File: src/rtl/forthsuper_pkg.sv
// Shared definitions for the TIB scanner.
// Contents: scan FSM state encoding, ASCII constants used by the token
// rules, and the delimiter classifier.
package forthsuper_pkg;

    localparam logic [1:0] ST_IDLE = 2'd0;
    localparam logic [1:0] ST_SKIP = 2'd1;
    localparam logic [1:0] ST_SCAN = 2'd2;
    localparam logic [1:0] ST_DONE = 2'd3;

    typedef enum logic [1:0] {
        IDLE = ST_IDLE,
        SKIP = ST_SKIP,
        SCAN = ST_SCAN,
        DONE = ST_DONE
    } scan_st_t;

    localparam logic [7:0] NUL   = 8'h00;
    localparam logic [7:0] SPC   = 8'h20;
    localparam logic [7:0] ZERO  = 8'h30;
    localparam logic [7:0] NINE  = 8'h39;
    localparam logic [7:0] MINUS = 8'h2D;

    // Every control character and space separates tokens; NUL ends the buffer.
    function automatic logic is_delim(input logic [7:0] b);
        return (b != NUL) && (b <= SPC);
    endfunction

endpackage

File: src/rtl/mb8_io.sv
// Byte-wide memory bus between a master and a single-port RAM.
// Signals: we (write enable), ai (address), vi (write data) from the master;
// vo (read data, one cycle after ai) from the slave.
interface mb8_io #(
    parameter int ASZ = 17,
    parameter int DSZ = 8
);
    logic           we;
    logic [ASZ-1:0] ai;
    logic [DSZ-1:0] vi;
    logic [DSZ-1:0] vo;

    modport master (output we, output ai, output vi, input vo);
    modport slave  (input we, input ai, input vi, output vo);
endinterface

File: src/rtl/dec_acc.sv
// Decimal literal accumulator for one token.
// Ports: clk, rst (sync, active high); clr starts a new token; en feeds the
// byte on digit; neg marks the byte position where a '-' sign is legal.
// Outputs: val (signed result, mod 2^VSZ) and ok (token so far is a valid
// decimal literal with at least one digit). Outputs reflect bytes fed up to
// the previous clock.
module dec_acc
    import forthsuper_pkg::*;
#(
    parameter int VSZ = 32
) (
    input  logic           clk,
    input  logic           rst,
    input  logic           clr,
    input  logic           en,
    input  logic [7:0]     digit,
    input  logic           neg,
    output logic [VSZ-1:0] val,
    output logic           ok
);

    logic [VSZ-1:0] mag_reg, mag_next, base_mag, dval;
    logic           ok_reg, ok_next;
    logic           minus_reg, minus_next;
    logic           dig_reg, dig_next;
    logic           is_dig;

    always_comb begin
        is_dig   = (digit >= ZERO) && (digit <= NINE);
        dval     = VSZ'(digit - ZERO);
        // clr and en may coincide: the first byte is applied to a clean state.
        base_mag   = clr ? '0 : mag_reg;
        mag_next   = base_mag;
        ok_next    = clr ? 1'b1 : ok_reg;
        minus_next = clr ? 1'b0 : minus_reg;
        dig_next   = clr ? 1'b0 : dig_reg;
        if (en) begin
            if (is_dig) begin
                // val*10 + d without a multiplier
                mag_next = (base_mag << 3) + (base_mag << 1) + dval;
                dig_next = 1'b1;
            end else if (neg && (digit == MINUS)) begin
                minus_next = 1'b1;
            end else begin
                ok_next = 1'b0;
            end
        end
    end

    always_ff @(posedge clk) begin
        if (rst) begin
            mag_reg   <= '0;
            ok_reg    <= 1'b0;
            minus_reg <= 1'b0;
            dig_reg   <= 1'b0;
        end else begin
            mag_reg   <= mag_next;
            ok_reg    <= ok_next;
            minus_reg <= minus_next;
            dig_reg   <= dig_next;
        end
    end

    assign val = minus_reg ? ('0 - mag_reg) : mag_reg;
    assign ok  = ok_reg & dig_reg;

endmodule

File: src/rtl/tib_scanner.sv
// Terminal input buffer scanner: reads bytes over mb8_io starting at adr,
// skips delimiters and isolates one whitespace-delimited token.
// Ports: clk, rst (sync, active high), b8_if (read-only bus master), start/adr
// (begin a scan), bsy (scan running), tok_vld (1-cycle result strobe) with
// eol, err, tok_adr, tok_len, tok_num, tok_val, nxt (next scan address).
module tib_scanner
    import forthsuper_pkg::*;
#(
    parameter int ASZ  = 17,
    parameter int DSZ  = 8,
    parameter int TLEN = 31,
    parameter int VSZ  = 32
) (
    input  logic           clk,
    input  logic           rst,
    mb8_io.master          b8_if,
    input  logic           start,
    input  logic [ASZ-1:0] adr,
    output logic           bsy,
    output logic           tok_vld,
    output logic           eol,
    output logic           err,
    output logic [ASZ-1:0] tok_adr,
    output logic [7:0]     tok_len,
    output logic           tok_num,
    output logic [VSZ-1:0] tok_val,
    output logic [ASZ-1:0] nxt
);

    localparam logic [7:0] TLEN_L = 8'(TLEN);

    scan_st_t       state_reg;
    logic [ASZ-1:0] ai_reg;
    logic           prime_reg;   // first streaming cycle: no byte returned yet
    logic [DSZ-1:0] rd_byte;
    logic [ASZ-1:0] byte_adr;
    logic           eval, is_nul, is_tok;
    logic           acc_clr, acc_en, acc_ok;
    logic [VSZ-1:0] acc_val;

    assign rd_byte  = b8_if.vo;
    // The byte being evaluated was issued one cycle ago.
    assign byte_adr = ai_reg - ASZ'(1);
    assign eval     = ((state_reg == SKIP) || (state_reg == SCAN)) && !prime_reg;
    assign is_nul   = (rd_byte == NUL);
    assign is_tok   = !is_nul && !is_delim(rd_byte);
    assign acc_clr  = eval && (state_reg == SKIP) && is_tok;
    assign acc_en   = eval && is_tok && ((state_reg == SKIP) || (tok_len < TLEN_L));

    dec_acc #(.VSZ(VSZ)) u_acc (
        .clk   (clk),
        .rst   (rst),
        .clr   (acc_clr),
        .en    (acc_en),
        .digit (rd_byte),
        .neg   (acc_clr),
        .val   (acc_val),
        .ok    (acc_ok)
    );

    always_ff @(posedge clk) begin
        if (rst) begin
            state_reg <= IDLE;
            ai_reg    <= '0;
            prime_reg <= 1'b0;
            eol       <= 1'b0;
            err       <= 1'b0;
            tok_adr   <= '0;
            tok_len   <= '0;
            tok_num   <= 1'b0;
            tok_val   <= '0;
            nxt       <= '0;
        end else begin
            case (state_reg)
                IDLE: begin
                    if (start) begin
                        state_reg <= SKIP;
                        ai_reg    <= adr;
                        prime_reg <= 1'b1;
                    end
                end
                SKIP: begin
                    prime_reg <= 1'b0;
                    if (prime_reg || !is_nul) begin
                        ai_reg <= ai_reg + ASZ'(1);
                    end
                    if (!prime_reg) begin
                        if (is_nul) begin
                            state_reg <= DONE;
                            eol       <= 1'b1;
                            err       <= 1'b0;
                            tok_adr   <= byte_adr;
                            tok_len   <= '0;
                            tok_num   <= 1'b0;
                            tok_val   <= '0;
                            nxt       <= byte_adr;
                        end else if (is_tok) begin
                            state_reg <= SCAN;
                            tok_adr   <= byte_adr;
                            tok_len   <= 8'd1;
                        end
                    end
                end
                SCAN: begin
                    if (!is_tok || (tok_len == TLEN_L)) begin
                        // Token ends here; ai is not advanced so only one
                        // address past the terminating byte is ever issued.
                        state_reg <= DONE;
                        eol       <= 1'b0;
                        err       <= is_tok;
                        tok_num   <= acc_ok;
                        tok_val   <= acc_ok ? acc_val : '0;
                        nxt       <= (is_tok || is_nul) ? byte_adr : ai_reg;
                    end else begin
                        ai_reg  <= ai_reg + ASZ'(1);
                        tok_len <= tok_len + 8'd1;
                    end
                end
                default: begin
                    state_reg <= IDLE;
                end
            endcase
        end
    end

    assign bsy       = (state_reg == SKIP) || (state_reg == SCAN);
    assign tok_vld   = (state_reg == DONE);
    assign b8_if.we  = 1'b0;
    assign b8_if.ai  = ai_reg;
    assign b8_if.vi  = '0;

endmodule
File: src/flat_wrapper.sv
// flat-port wrapper written by rule: the top's interface ports become plain ports
module tib_scanner_flat import forthsuper_pkg::*;
#(
    parameter int ASZ  = 17,
    parameter int DSZ  = 8,
    parameter int TLEN = 31,
    parameter int VSZ  = 32
)
  (clk, rst, start, adr, bsy, tok_vld, eol, err, tok_adr, tok_len, tok_num, tok_val, nxt, b8_if_we, b8_if_ai, b8_if_vi, b8_if_vo);
  mb8_io #(.ASZ(ASZ), .DSZ(DSZ)) b8_if_i ();
  input  logic clk;
  input  logic rst;
  input  logic start;
  input  logic [ASZ-1:0] adr;
  output logic bsy;
  output logic tok_vld;
  output logic eol;
  output logic err;
  output logic [ASZ-1:0] tok_adr;
  output logic [7:0] tok_len;
  output logic tok_num;
  output logic [VSZ-1:0] tok_val;
  output logic [ASZ-1:0] nxt;
  output wire logic [$bits(b8_if_i.we)-1:0] b8_if_we;
  output wire logic [$bits(b8_if_i.ai)-1:0] b8_if_ai;
  output wire logic [$bits(b8_if_i.vi)-1:0] b8_if_vi;
  input wire logic [$bits(b8_if_i.vo)-1:0] b8_if_vo;
  assign b8_if_we = b8_if_i.we;
  assign b8_if_ai = b8_if_i.ai;
  assign b8_if_vi = b8_if_i.vi;
  assign b8_if_i.vo = b8_if_vo;
  tib_scanner #(.ASZ(ASZ), .DSZ(DSZ), .TLEN(TLEN), .VSZ(VSZ)) u_core (.clk(clk), .rst(rst), .b8_if(b8_if_i), .start(start), .adr(adr), .bsy(bsy), .tok_vld(tok_vld), .eol(eol), .err(err), .tok_adr(tok_adr), .tok_len(tok_len), .tok_num(tok_num), .tok_val(tok_val), .nxt(nxt));
endmodule
File: config.mk
export PLATFORM = sky130hd
export DESIGN_NAME = tib_scanner_flat
export DESIGN_NICKNAME = d
export VERILOG_FILES = /design/src/rtl/forthsuper_pkg.sv /design/src/rtl/mb8_io.sv /design/src/rtl/dec_acc.sv /design/src/rtl/tib_scanner.sv /design/src/flat_wrapper.sv
export SDC_FILE = /design/constraint.sdc
export NUM_CORES = 1
export LEC_CHECK = 0
export BUFFER_PORTS_ARGS = -buffer_cell sky130_fd_sc_hd__buf_2
export CAP_MARGIN = 20
export CORE_ASPECT_RATIO = 2
export CORE_MARGIN = 2
export CORE_UTILIZATION = 35
export CTS_CLUSTER_SIZE = 28
export DETAILED_ROUTE_END_ITERATION = 7
export GPL_TIMING_DRIVEN = 0
export SLEW_MARGIN = 20
export SYNTH_ARGS = -nofsm -noshare
export SYNTH_HDL_FRONTEND = slang
export SYNTH_SLANG_ARGS = --single-unit
File: constraint.sdc
create_clock -name clk -period 13.3 [get_ports clk]
set_input_delay 2.66 -clock clk [delete_from_list [all_inputs] [get_ports clk]]
set_output_delay 2.66 -clock clk [all_outputs]
set_load 0.01 [all_outputs]
# [Yosys cells after proc, flatten, opt, wreduce, memory -nomap -nowiden]
# Cells that the tools add are included.
[word_totals] ff_bits=132 latchBits=0 ramBits=0 mem_bits_ro=0 inputBits=28 out_inout_bits=105 word_cells=124 n_memories=0
[op_classes] n_addsub=7 mul=0 n_div=0 n_lt_le_gt_ge=4 eq_ne=12 shift=0 muxes=54 n_bitwise=2 n_reduce_logical=31
[op_table] cell="32-bit 2-to-1 mux" count=8
[op_table] cell="17-bit 2-to-1 mux" count=9
[op_table] cell="32-bit adder" count=2
[op_table] cell="32-bit one-hot mux with 2 select lines" count=1
[op_table] cell="17-bit one-hot mux with 3 select lines" count=1
[op_table] cell="17-bit one-hot mux with 2 select lines" count=1
[op_table] cell="8-bit 2-to-1 mux" count=4
[op_table] cell="1-bit by 32-bit subtractor with 32-bit output, first input constant" count=1
[op_table] cell="1-bit 2-to-1 mux" count=19
[op_table] cell="17-bit by 1-bit adder with 17-bit output, second input constant" count=1
[op_table] cell="17-bit by 1-bit subtractor with 17-bit output, second input constant" count=1
[op_table] cell="8-bit by 6-bit <= comparator with 1-bit output, second input constant" count=2
[op_table] cell="8-bit one-hot mux with 2 select lines" count=1
[op_table] cell="4-bit AND reduction" count=4
[op_table] cell="2-bit 2-to-1 mux" count=5
[op_table] cell="2-bit inequality test, second input constant" count=5
[op_table] cell="1-bit logical AND" count=9
[op_table] cell="8-bit by 6-bit subtractor with 9-bit output, second input constant" count=1
[op_table] cell="8-bit by 1-bit adder with 8-bit output, second input constant" count=1
[op_table] cell="8-bit by 5-bit == test with 1-bit output, second input constant" count=1
[op_table] cell="8-bit by 6-bit == test with 1-bit output, second input constant" count=1
[op_table] cell="8-bit by 6-bit >= comparator with 1-bit output, second input constant" count=1
[op_table] cell="8-bit zero test" count=1
[op_table] cell="8-bit by 5-bit < comparator with 1-bit output, second input constant" count=1
[op_table] cell="16 further kinds" count=29

# [Depth between registers and ports, before layout]
# Gate-level depths: netlist of the first run.
[depth] ltp_word=10 ltp_mapped=20 depth_no_buf=20

# [By module]
# From an unflattened synthesis of the first run, not the netlist that was laid out.
[hier_totals] hier_cells=1110 hier_area_um2=9280.2
[modules_own_cells] mod="tib_scanner" n_inst=1 cells_per_inst=550 area_per_inst_um2=4824.6 seq_area_each_um2=1941.9
[modules_own_cells] mod="dec_acc" n_inst=1 cells_per_inst=560 area_per_inst_um2=4455.5 seq_area_each_um2=700.7

# [Worst setup path before layout of the first run]
# OpenSTA, ideal clock, no wires.
[synth_timing] kind="input port to flip-flop" startpoint="in b8_if_vo[4]" endpoint="reg u_core.u_acc.mag_reg[31]" setup_ns=0.117 arrival_ns=6.842 required_ns=13.183 path_slack_ns=6.340 stages=20 path_buffers=1 cell_sequence="inv_1 > ha_1 > o21a_1 > o21ai_0 > nand2_1 > nor2_1 > clkbuf_1 > nor2_1 > ha_1 > a31o_2 > ha_1 > a211oi_1 > nor2_1 > o311a_1 > nor2_1 > a211oi_1 > o31a_1 > o31a_1 > or3_1 > a32o_1"
[synth_between] elab_chain_len=10 elab_cells_between_ends=19 cone_classes="add/sub: 3; order compare: 3; mux: 3; reduce/logical: 10"
[synth_lines] element="from (decl)" line_no="flat_wrapper.sv:27" text="input wire logic [$bits(b8_if_i.vo)-1:0] b8_if_vo;"
[synth_lines] element="8-bit by 6-bit <= comparator with 1-bit output / 8-bit nonzero test (equally long branches)" line_no="forthsuper_pkg.sv:26" text="return (b != NUL) && (b <= SPC);"
[synth_lines] element="1-bit logical AND" line_no="forthsuper_pkg.sv:26"
[synth_lines] element="1-bit zero test" line_no="tib_scanner.sv:46" text="assign is_tok = !is_nul && !is_delim(rd_byte);"
[synth_lines] element="1-bit logical AND" line_no="tib_scanner.sv:46"
[synth_lines] element="1-bit logical AND" line_no="tib_scanner.sv:47" text="assign acc_clr = eval && (state_reg == SKIP) && is_tok;"
[synth_lines] element="32-bit 2-to-1 mux" line_no="dec_acc.sv:32" text="base_mag = clr ? '0 : mag_reg;"
[synth_lines] element="32-bit adder (2 in series)" line_no="dec_acc.sv:40" text="mag_next = (base_mag << 3) + (base_mag << 1) + dval;"
[synth_lines] element="32-bit 2-to-1 mux" line_no="dec_acc.sv:38" text="if (is_dig) begin"
[synth_lines] element="32-bit 2-to-1 mux (*)" line_no="dec_acc.sv:37" text="if (en) begin"
[synth_lines] element="to (signal assigned)" line_no="dec_acc.sv:57" text="mag_reg <= mag_next;"
[synth_lines] element="to (decl)" line_no="dec_acc.sv:22" text="logic [VSZ-1:0] mag_reg, mag_next, base_mag, dval;"
# Mark *: on every way between the ends. The rest lies on a longest branch, timed or not.
# A chain may end at the register's enable or synchronous reset.

# [Worst setup path after layout of the first run]
# Same ends and word-level chain as after synthesis.

==> reports/results.ini, run 1 <==
[status]
status=completed

[clocking]
post_cts_resize_count=0
cts-buffers-inserted=17
clockRootBuffer=clkbuf_16
cts.htree.levels=4
clkTransAtPathRegs_ps=60
post_cts_buffers=0
clock_latency_ps=430
cts_buffer_depth=2
ctsHoldBuffers=0
cts.sinks=132
cts_tree=built

[die]
die_h_um=231.1
die_w_um=117.5
die-area_mm2=0.02716
io_pins=133
core_mm2=0.02555
row_count=83
start_util_pct=35.32

[global_route]
track_usage_pct=21.80
grt_pass1_wl_um=46300
overflow=0
first_global_vias=8933
antenna_found_initial=0
grt_max_degree=20

[synthesis]
netlist_instances=1127
syn_avg_cell_area_um2=8.006
yosys.cell_types.count=75
synth-seq-area-share_pct=29.29
async_reset_ff_share_pct=0
synthFlopType=dfxtp_1
ys_warn_count=0
synth-edff-count=0
ys_ff_latch=132
syn-cell-area_mm2=0.009022

[worst_setup_path]
crit_fanout=10
cp_num_buf_inv=3
path_cells=buf_2 > inv_1 > ha_1 > o21a_1 > o21ai_0 > nand2_1 > nor2_1 > clkbuf_1 > nor2_1 > ha_1 > a31o_2 > ha_1 > a211oi_1 > nor2_1 > o311a_1 > nor2_1 > a211oi_1 > o31a_1 > o31a_1 > or3_1 > a32o_1
crit_path_frequent_cell=nor2_1
endpoint_kind=register
path_class=in2reg
required_ps=13620
critPathSlowestCell=o21ai_0
crit_arrival_ps=8220
slowest_delay_ps=540
crit_family=compound AO/OA/AOI/OAI gates
start_kind=primary input

[routing]
routed-via-count=8671
firstDrtPassIters=5
drt_iter0_markers=487
drc=0
avgRoutedWirePerCell_um=18.10
viasPerCell=5.320
detail-route-antenna-nets=0
wl_um=29500

[place]
gp_congestion=0.9139
dp_hpwl_um=24130
post-place-ws_ps=5001
portBuffers=122

[sta]
fin_worst_skew_ps=9.068
period_share_pct=59.43
setup_ws_ps=5396
tns_ps=0
worst_slew_pin_slew_ps=1069
finalHoldViolations=0
rsz0062_at_grt=false
period_needed_ps=7904
holdWs_ps=471.1
max-slew-margin-rel_pct=28.53
max_freq_ghz=0.1265
drv_slew=0
finalSetupViolations=0

[final_layout]
syn_to_final_growth_pct=18.82
nFillCells=2640
multiInputGateArea_mm2=0.005887
fin_nets=1376
seqCellArea_mm2=0.002643
drive_gt1_share_pct=16.28
n_antenna_cell=0

[run]
drv_cap=0

[power]
ir_drop_v=0.00008952
p_per_area_mw_per_mm2=163.8
p_leak_uw=0.004734

[worst_hold_path]
hold_path.class=reg2reg

[path summary, 6_finish.rpt]
check / start / endpoint / slack (ps) / cells after the start
setup / recovery: b8_if_vo[4] / u_core.u_acc.mag_reg[31] / 5400 / 21
hold reg to reg: u_core.u_acc.ok_reg / u_core.u_acc.ok_reg / 470 / 2
hold / removal: u_core.u_acc.ok_reg / u_core.u_acc.ok_reg / 470 / 2
setup reg to reg: u_core.state_reg[0] / u_core.u_acc.mag_reg[31] / 8060 / 18
[layout make-up]
type	instances	area share, %
plain buffers	96	3.968
clock buffers	23	4.365
clock inverters	9	1.412
inverters	28	0.9804
multi-input cells	879	54.91
flip-flops and latches	132	24.65
well taps	340	3.968
repair buffers	123	5.742
[worst min-delay path: cells and delay by family (launching register included)]
kind	cells	cell delay (ps)
AND/OR/NAND/NOR	1	50
flip-flops	1	320
AO/OA/AOI/OAI	1	50
[cells by family after synthesis]
kind of cell / share of synthesized area (%)
buf+inv: 5.880
xor+xnor: 11.07
other cells: 0.04156
fa+ha+maj: 10.51
simple gates: 19.71
mux: 0.4438
flops: 29.29
compound gates: 23.06
[synth_stat cells, drive strengths merged, types with 14 or more instances]
cell / count / area, µm²
a211oi: 48 / 360.4
a21o: 14 / 105.1
a21oi: 77 / 385.4
a22o: 16 / 140.1
a22oi: 20 / 155.1
a31o: 20 / 175.2
buf: 23 / 150.1
clkbuf: 73 / 275.3
dfxtp: 132 / 2643
ha: 63 / 788.3
inv: 28 / 105.1
nand2: 80 / 300.3
nand3: 34 / 170.2
nor2: 159 / 596.8
nor3: 25 / 130.1
o21ai: 46 / 230.2
or3: 16 / 110.1
xnor2: 66 / 578.1
xor2: 48 / 420.4
[where the power goes]
group	internal, µW	switching (µW)	total [µW]
clock network	323	180	502
logic	269	475	744
registers	460	49.4	510
[cells in the final DEF, fill, tap and decap left out, types with 5 or more instances in the layout]
master / count
and3_1: 8
inv_1: 28
o31ai_1: 10
buf_4: 9
clkbuf_1: 76
nand2b_1: 10
nand4_1: 7
nor2b_1: 7
a31o_2: 20
a22o_1: 16
and2_1: 8
nor3_1: 24
a21o_1: 14
ha_1: 63
nand2_1: 80
a31oi_1: 5
a22oi_1: 19
conb_1: 9
dfxtp_1: 132
or3_1: 14
buf_2: 129
xor2_1: 48
xnor2_1: 66
clkbuf_16: 17
a21oi_1: 77
buf_1: 5
o21a_1: 6
fa_1: 8
a211oi_1: 48
nand3_1: 34
o21ai_0: 42
nor2_1: 159
[per-stage QoR]
stage               std cells  total power (µW)  utilization (%)  cell area, µm²
global route             1630              1864            41.96           10720
finish                   1630              1756            41.96           10720
floorplan                1135              1026                -            9052
detailed placement       1598              1262            39.54           10100
CTS                      1630              1765            41.96           10720
global placement         1597              1254            39.49           10090
[per-layer routing]
metal  track usage, %  up-vias  part of all wire, %
met1            19.28     4057                   34
li1                 -     4272                    -
met4            14.53        0                  6.4
met5                0        -                    0
met3            3.150       90                  3.3
met2            44.37      252                   56
Power figures use the tool's default switching activity.
==> inputs of run 2 (changes only) <==
--- a/config.mk
+++ b/config.mk
@@ -5,6 +5,7 @@
 export SDC_FILE = /design/constraint.sdc
 export NUM_CORES = 1
 export LEC_CHECK = 0
+export ABC_AREA = 1
 export BUFFER_PORTS_ARGS = -buffer_cell sky130_fd_sc_hd__buf_2
 export CAP_MARGIN = 20
 export CORE_ASPECT_RATIO = 2
==> constraint.sdc (replaced) <==
create_clock -name clk -period 7.7 [get_ports clk]
set_input_delay 1.54 -clock clk [delete_from_list [all_inputs] [get_ports clk]]
set_output_delay 1.54 -clock clk [all_outputs]
set_load 0.01 [all_outputs]
==> run 2 against run 1 <==
  * Sequential power is 78% higher
  * Register-to-register slack got worse by 5000 ps
  * Worst hold slack worse by 6.9 ps
  * Critical path type unchanged
  * Critical endpoint is now u_core.u_acc.mag_reg[27]
  * Highest routed layer unchanged
==> reports/results.ini, run 2 <==
[final_layout]
fin_nets=1792  ; +30%
nFillCells=3036  ; +15%
syn_to_final_growth_pct=17.60
drive_gt1_share_pct=13.31  ; -3.0 points
final_cell_mix=nand2_1, nor2_1, inv_1
final_common_cell=nand2_1
utilization_pct=41.77  ; -0.19 points

[synthesis]
synth_area_leader_cell=dfxtp_1
syn_avg_cell_area_um2=6.490  ; -19%
async_reset_ff_share_pct=0  ; unchanged
ys_ff_latch=132  ; unchanged
synth-seq-area-share_pct=26.39  ; -2.9 points
syn-cell-area_mm2=0.01001  ; +11%
synth.top_cell.area_share_pct=26.39  ; -2.9 points
synthFlopType=dfxtp_1
synth-edff-count=0  ; unchanged
ys_warn_count=0  ; unchanged
yosys.cell_types.count=47  ; -37%
ys_top_cells_by_count=nand2_1, nor2_1, inv_1, a21oi_1, dfxtp_1
synth.most_common_cell=nand2_1
synth.area.top_cells=dfxtp_1, nand2_1, ha_1
netlist_instances=1543  ; +37%

[worst_hold_path]
holdCritStartpoint=u_core.nxt[13]
hold-path-endpoint=u_core.nxt[13]
hold_path.class=reg2reg
min_path_cells=2  ; unchanged

[worst_setup_path]
critPathSlowestCell=ha_1
crit_arrival_ps=5490  ; -2730 ps
path_class=in2reg
start_kind=primary input
reg2regPathDepth=27  ; +9
slowest_delay_ps=350  ; -190 ps
endpoint_kind=register
crit_fanout=10  ; unchanged
required_ps=8050  ; -5570 ps
regToRegStartpoint=u_core.state_reg[1]
timing.rr.end=u_core.u_acc.mag_reg[28]
crit_path_frequent_cell=nand2_1
ff2ff_setup_slack_ps=3060  ; -5000 ps

[routing]
viasPerCell=5.235  ; -1.6%
drt_iter0_markers=634  ; +30%
routed-via-count=10800  ; +25%
drc=0  ; unchanged
detail-route-antenna-nets=0  ; unchanged
firstDrtPassIters=5  ; unchanged
wl_um=38700  ; +31%
avgRoutedWirePerCell_um=18.76  ; +3.6%

[place]
dp_hpwl_um=31950  ; +32%
gp_congestion=0.9681  ; +5.9%
portBuffers=123  ; +0.82%

[global_route]
overflow=0  ; unchanged
grt_max_degree=22  ; +10%
antenna_found_initial=1  ; +1
grt_pass1_wl_um=58790  ; +27%
first_global_vias=11000  ; +23%
track_usage_pct=26.26  ; +4.5 points

[sta]
drv_slew=0  ; unchanged
period_share_pct=66.77
fin_worst_skew_ps=10.17  ; +1.101 ps
period_needed_ps=5141
rsz0062_at_grt=false
finalSetupViolations=0  ; unchanged
max_freq_ghz=0.1945
tns_ps=0  ; unchanged
max-slew-margin-rel_pct=26.92  ; -1.6 points
finalHoldViolations=0  ; unchanged
worst_slew_pin_slew_ps=1088  ; +18.56 ps

[clocking]
cts_tree=built
cts.sinks=132  ; unchanged
clock_latency_ps=450  ; +20 ps
ctsHoldBuffers=0  ; unchanged
cts-buffers-inserted=17  ; unchanged
clkTransAtPathRegs_ps=60  ; about the same
clockRootBuffer=clkbuf_16
cts.htree.levels=4  ; unchanged
post_cts_resize_count=0  ; unchanged
cts_buffer_depth=2  ; unchanged
post_cts_buffers=0  ; unchanged

[die]
die_w_um=123.6  ; +5.2%
start_util_pct=35.52  ; +0.20 points
die-area_mm2=0.03006  ; +11%
io_pins=133  ; unchanged
die_h_um=243.2  ; +5.3%
row_count=87  ; +4.8%
core_mm2=0.02819  ; +10%

[run]
drv_cap=0  ; unchanged

[status]
status=completed

[power]
p_per_area_mw_per_mm2=283.9  ; +73%
ir_drop_v=0.0001244  ; +39%
p_leak_uw=0.005780  ; +22%

run 2: worst max-delay path by stage:
stage / from / end / slack (ps) / depth (start not counted)
global route: b8_if_vo[4] / u_core.u_acc.mag_reg[22] / 2240 / 28
finish: b8_if_vo[4] / u_core.u_acc.mag_reg[27] / 2560 / 25
CTS: b8_if_vo[4] / u_core.u_acc.mag_reg[27] / 2540 / 25
detailed placement: b8_if_vo[4] / u_core.u_acc.mag_reg[27] / 2080 / 25
floorplan: b8_if_vo[4] / u_core.u_acc.mag_reg[31] / 2640 / 17
global placement: b8_if_vo[5] / u_core.u_acc.mag_reg[30] / 1120 / 16
run 2: power by group:
part | switching, µW | internal, µW
Combinational | 1020 | 478
Clock | 350 | 588
Sequential | 113 | 795
Total | 1480 | 1860
run 2: critical path: cells and delay by family:
family | cells | cell delay [ps]
fa+ha+maj | 3 | 770
xor+xnor | 1 | 170
buf+inv | 6 | 910
simple gates | 15 | 2070
run 2: final cells by class:
cell class	count	area, µm²	area share, %
buffer	67	415.4	3.527
sequential	132	2643	22.44
timing repair buffer	123	615.6	5.227
inverter	159	596.8	5.067
multi-input combinational	1193	6397	54.32
clock inverter	14	222.7	1.891
tap	356	445.4	3.782
clock buffer	18	439.2	3.729
antenna	1	2.502	0.02125
run 2: layer usage:
metal	track usage, %	share of wire, %	vias up
li1	-	-	5329
met1	21.58	31	4959
met2	51.86	57	357
met3	4.182	3.7	155
met4	20.66	8.3	0
met5	0	0	-
run 2: cells by family (layout without fill, tap and decap cells):
group,Yosys count,in the layout,share of synthesized area [%]
other cells,1,10,0.03745
buf+inv,226,381,10.11
fa+ha+maj,71,71,9.470
xor+xnor,64,64,5.597
compound gates,307,307,17.04
flops,132,132,26.39
simple gates,742,742,31.36
run 2: metrics by stage:
stage | instance area, µm² | hold slack, ps | setup WS [ps] | power [µW] | cells
floorplan | 10040 | 434.1 | 2644 | 1868 | 1551
global placement | 11110 | 453.5 | 1116 | 2391 | 2030
detailed placement | 11110 | 455.4 | 2077 | 2396 | 2030
CTS | 11780 | 465.5 | 2538 | 3329 | 2062
global route | 11780 | 475.4 | 2244 | 3545 | 2063
finish | 11780 | 464.2 | 2559 | 3343 | 2063
==> inputs of run 3 (changes only) <==
--- a/config.mk
+++ b/config.mk
@@ -5,7 +5,7 @@
 export SDC_FILE = /design/constraint.sdc
 export NUM_CORES = 1
 export LEC_CHECK = 0
-export ABC_AREA = 1
+export ABC_AREA = 0
 export BUFFER_PORTS_ARGS = -buffer_cell sky130_fd_sc_hd__buf_2
 export CAP_MARGIN = 20
 export CORE_ASPECT_RATIO = 2
==> constraint.sdc (replaced) <==
create_clock -name clk -period 5.2 [get_ports clk]
set_input_delay 1.04 -clock clk [delete_from_list [all_inputs] [get_ports clk]]
set_output_delay 1.04 -clock clk [all_outputs]
set_load 0.01 [all_outputs]
==> run 3 against run 2 <==
  * First-iteration DRC count is 15% lower
  * Sequential share of layout area is 2.0 points higher
  * Power is 30% higher
  * Clock skew is 0.88 ps higher
  * Register-to-register slack worse by 2400 ps
  * Global-route usage is 4.2 points lower
  * Cell count is 21% lower
  * Flip-flop and latch count stayed put
  * Cell area is 8.4% lower
  * Largest power group unchanged
  * Highest routed layer unchanged
==> reports/results.ini, run 3 (synthesis gave the netlist of run 1 again) <==
[sta]
period_share_pct=96.89
period_needed_ps=5038
finalHoldViolations=0  ; unchanged
rsz0062_at_grt=false
setup_ws_ps=161.6  ; -2397 ps
tns_ps=0  ; unchanged
fin_worst_skew_ps=11.05  ; +0.8805 ps
finalSetupViolations=0  ; unchanged
max-slew-margin-rel_pct=29.07  ; +2.1 points
max_freq_ghz=0.1985
worst_slew_pin_slew_ps=1062  ; -26.15 ps
drv_slew=0  ; unchanged

[final_layout]
n_antenna_cell=0  ; -1
final_common_cell=nor2_1
syn_to_final_growth_pct=19.61
drive_gt1_share_pct=18.17  ; +4.9 points
stdcell_count=1633  ; -21%
fin_nets=1382  ; -23%
final_area_mm2=0.01079  ; -8.4%
final_cell_mix=nor2_1, dfxtp_1, buf_2
utilization_pct=42.24  ; +0.47 points

[global_route]
track_usage_pct=22.06  ; -4.2 points
antenna_found_initial=0  ; -1
grt_max_degree=20  ; -9.1%
grt_pass1_wl_um=46800  ; -20%
overflow=0  ; unchanged
first_global_vias=8900  ; -19%

[worst_setup_path]
start_kind=primary input
endpoint_kind=register
slowest_delay_ps=380  ; +30 ps
crit_arrival_ps=5360  ; -130 ps
path_class=in2reg
crit_path_frequent_cell=ha_1
critPathSlowestCell=o311a_1
required_ps=5530  ; -2520 ps
path_cells=buf_2 > inv_1 > ha_1 > o21a_1 > o21ai_4 > nand2_2 > nor2_4 > buf_6 > nor2_1 > ha_1 > a31o_2 > ha_1 > a211oi_1 > nor2_1 > o311a_1 > nor2_4 > a211oi_2 > o31a_1 > o31a_1 > or3_1 > a32o_1
crit_fanout=10  ; unchanged

[clocking]
clock_latency_ps=440  ; about the same
cts_buffer_depth=2  ; unchanged
cts-buffers-inserted=17  ; unchanged
cts_tree=built
ctsHoldBuffers=0  ; unchanged
cts.htree.levels=4  ; unchanged
clockRootBuffer=clkbuf_16
clkTransAtPathRegs_ps=50  ; about the same
cts.sinks=132  ; unchanged

[place]
dp_hpwl_um=24130  ; -24%
post-place-ws_ps=-1232  ; -3309 ps
place_area_mm2=0.01010  ; -9.1%
portBuffers=122  ; -0.81%
gp_congestion=0.9150  ; -5.5%
placedCellCount=1597  ; -21%

[routing]
routed-via-count=8725  ; -19%
detail-route-antenna-nets=0  ; unchanged
firstDrtPassIters=8  ; +3
drt_iter0_markers=536  ; -15%
avgRoutedWirePerCell_um=18.31  ; -2.4%
drc=0  ; unchanged
wl_um=29900  ; -23%
viasPerCell=5.343  ; +2.1%

[die]
io_pins=133  ; unchanged
core_mm2=0.02555  ; -9.4%
die_w_um=117.5  ; -4.9%
die-area_mm2=0.02716  ; -9.7%
row_count=83  ; -4.6%
die_h_um=231.1  ; -5.0%
start_util_pct=35.32  ; -0.20 points

[power]
p_leak_uw=0.004736  ; -18%
ir_drop_v=0.0002565  ; +110%
p_per_area_mw_per_mm2=402.3  ; +42%

[worst_hold_path]
hold_path.class=reg2reg

[run]
drv_cap=0  ; unchanged

[status]
status=completed

==> run 3: layer usage <==
| layer | vias up | wire length (µm) | GRT usage, % |
|---|---|---|---|
| li1 | 4274 | - | - |
| met1 | 4073 | 10070 | 19.50 |
| met2 | 274 | 16630 | 44.33 |
| met3 | 104 | 1004 | 3.420 |
| met4 | 0 | 2199 | 15.55 |
| met5 | - | 0 | 0 |
==> run 3: stage by stage <==
stage | total power (µW) | hold WS [ps]
after CTS | 4333 | 471.5
final | 4341 | 472.8
after floorplan | 2627 | 445.3
after global routing | 4600 | 496.4
after global placement | 3208 | 458.0
after detailed placement | 3229 | 464.1
==> run 3: path summary, 6_finish.rpt <==
path / start / end / slack (ps) / depth (start not counted)
hold / removal: u_core.nxt[0] / u_core.nxt[0] / 470 / 2
hold reg to reg: u_core.nxt[0] / u_core.nxt[0] / 470 / 2
setup / recovery: b8_if_vo[4] / u_core.u_acc.mag_reg[31] / 160 / 21
setup reg to reg: u_core.state_reg[1] / u_core.u_acc.mag_reg[31] / 690 / 18
==> run 3: area by class of cell <==
class	instances	area [µm²]
clock inverters	5	27.53
plain buffers	96	441.7
flip-flops and latches	132	2643
clock buffers	24	491.7
well taps	340	425.4
repair buffers	129	663.1
fillers	2681	14760
multi-input cells	879	5991
inverters	28	108.9
==> run 3: repair_timing <==
action | in CTS | in global routing
gates resized for setup | 12 | 19
endpoints found under the setup margin | 16 | 8
pin swaps | 0 | 6
setup buffers | 0 | 7
==> run 3: critical path, delay by kind of cell <==
family / cells / cell delay, ps
AO/OA/AOI/OAI: 9 / 2240
AND/OR/NAND/NOR: 6 / 970
adder cells (fa/ha/maj): 3 / 760
buffers and inverters: 3 / 380
==> run 3: power by group <==
part           switching, µW  total (µW)  internal [µW]
combinational           1230        1940            703
sequential               130        1310           1180
clock                    450        1100            647
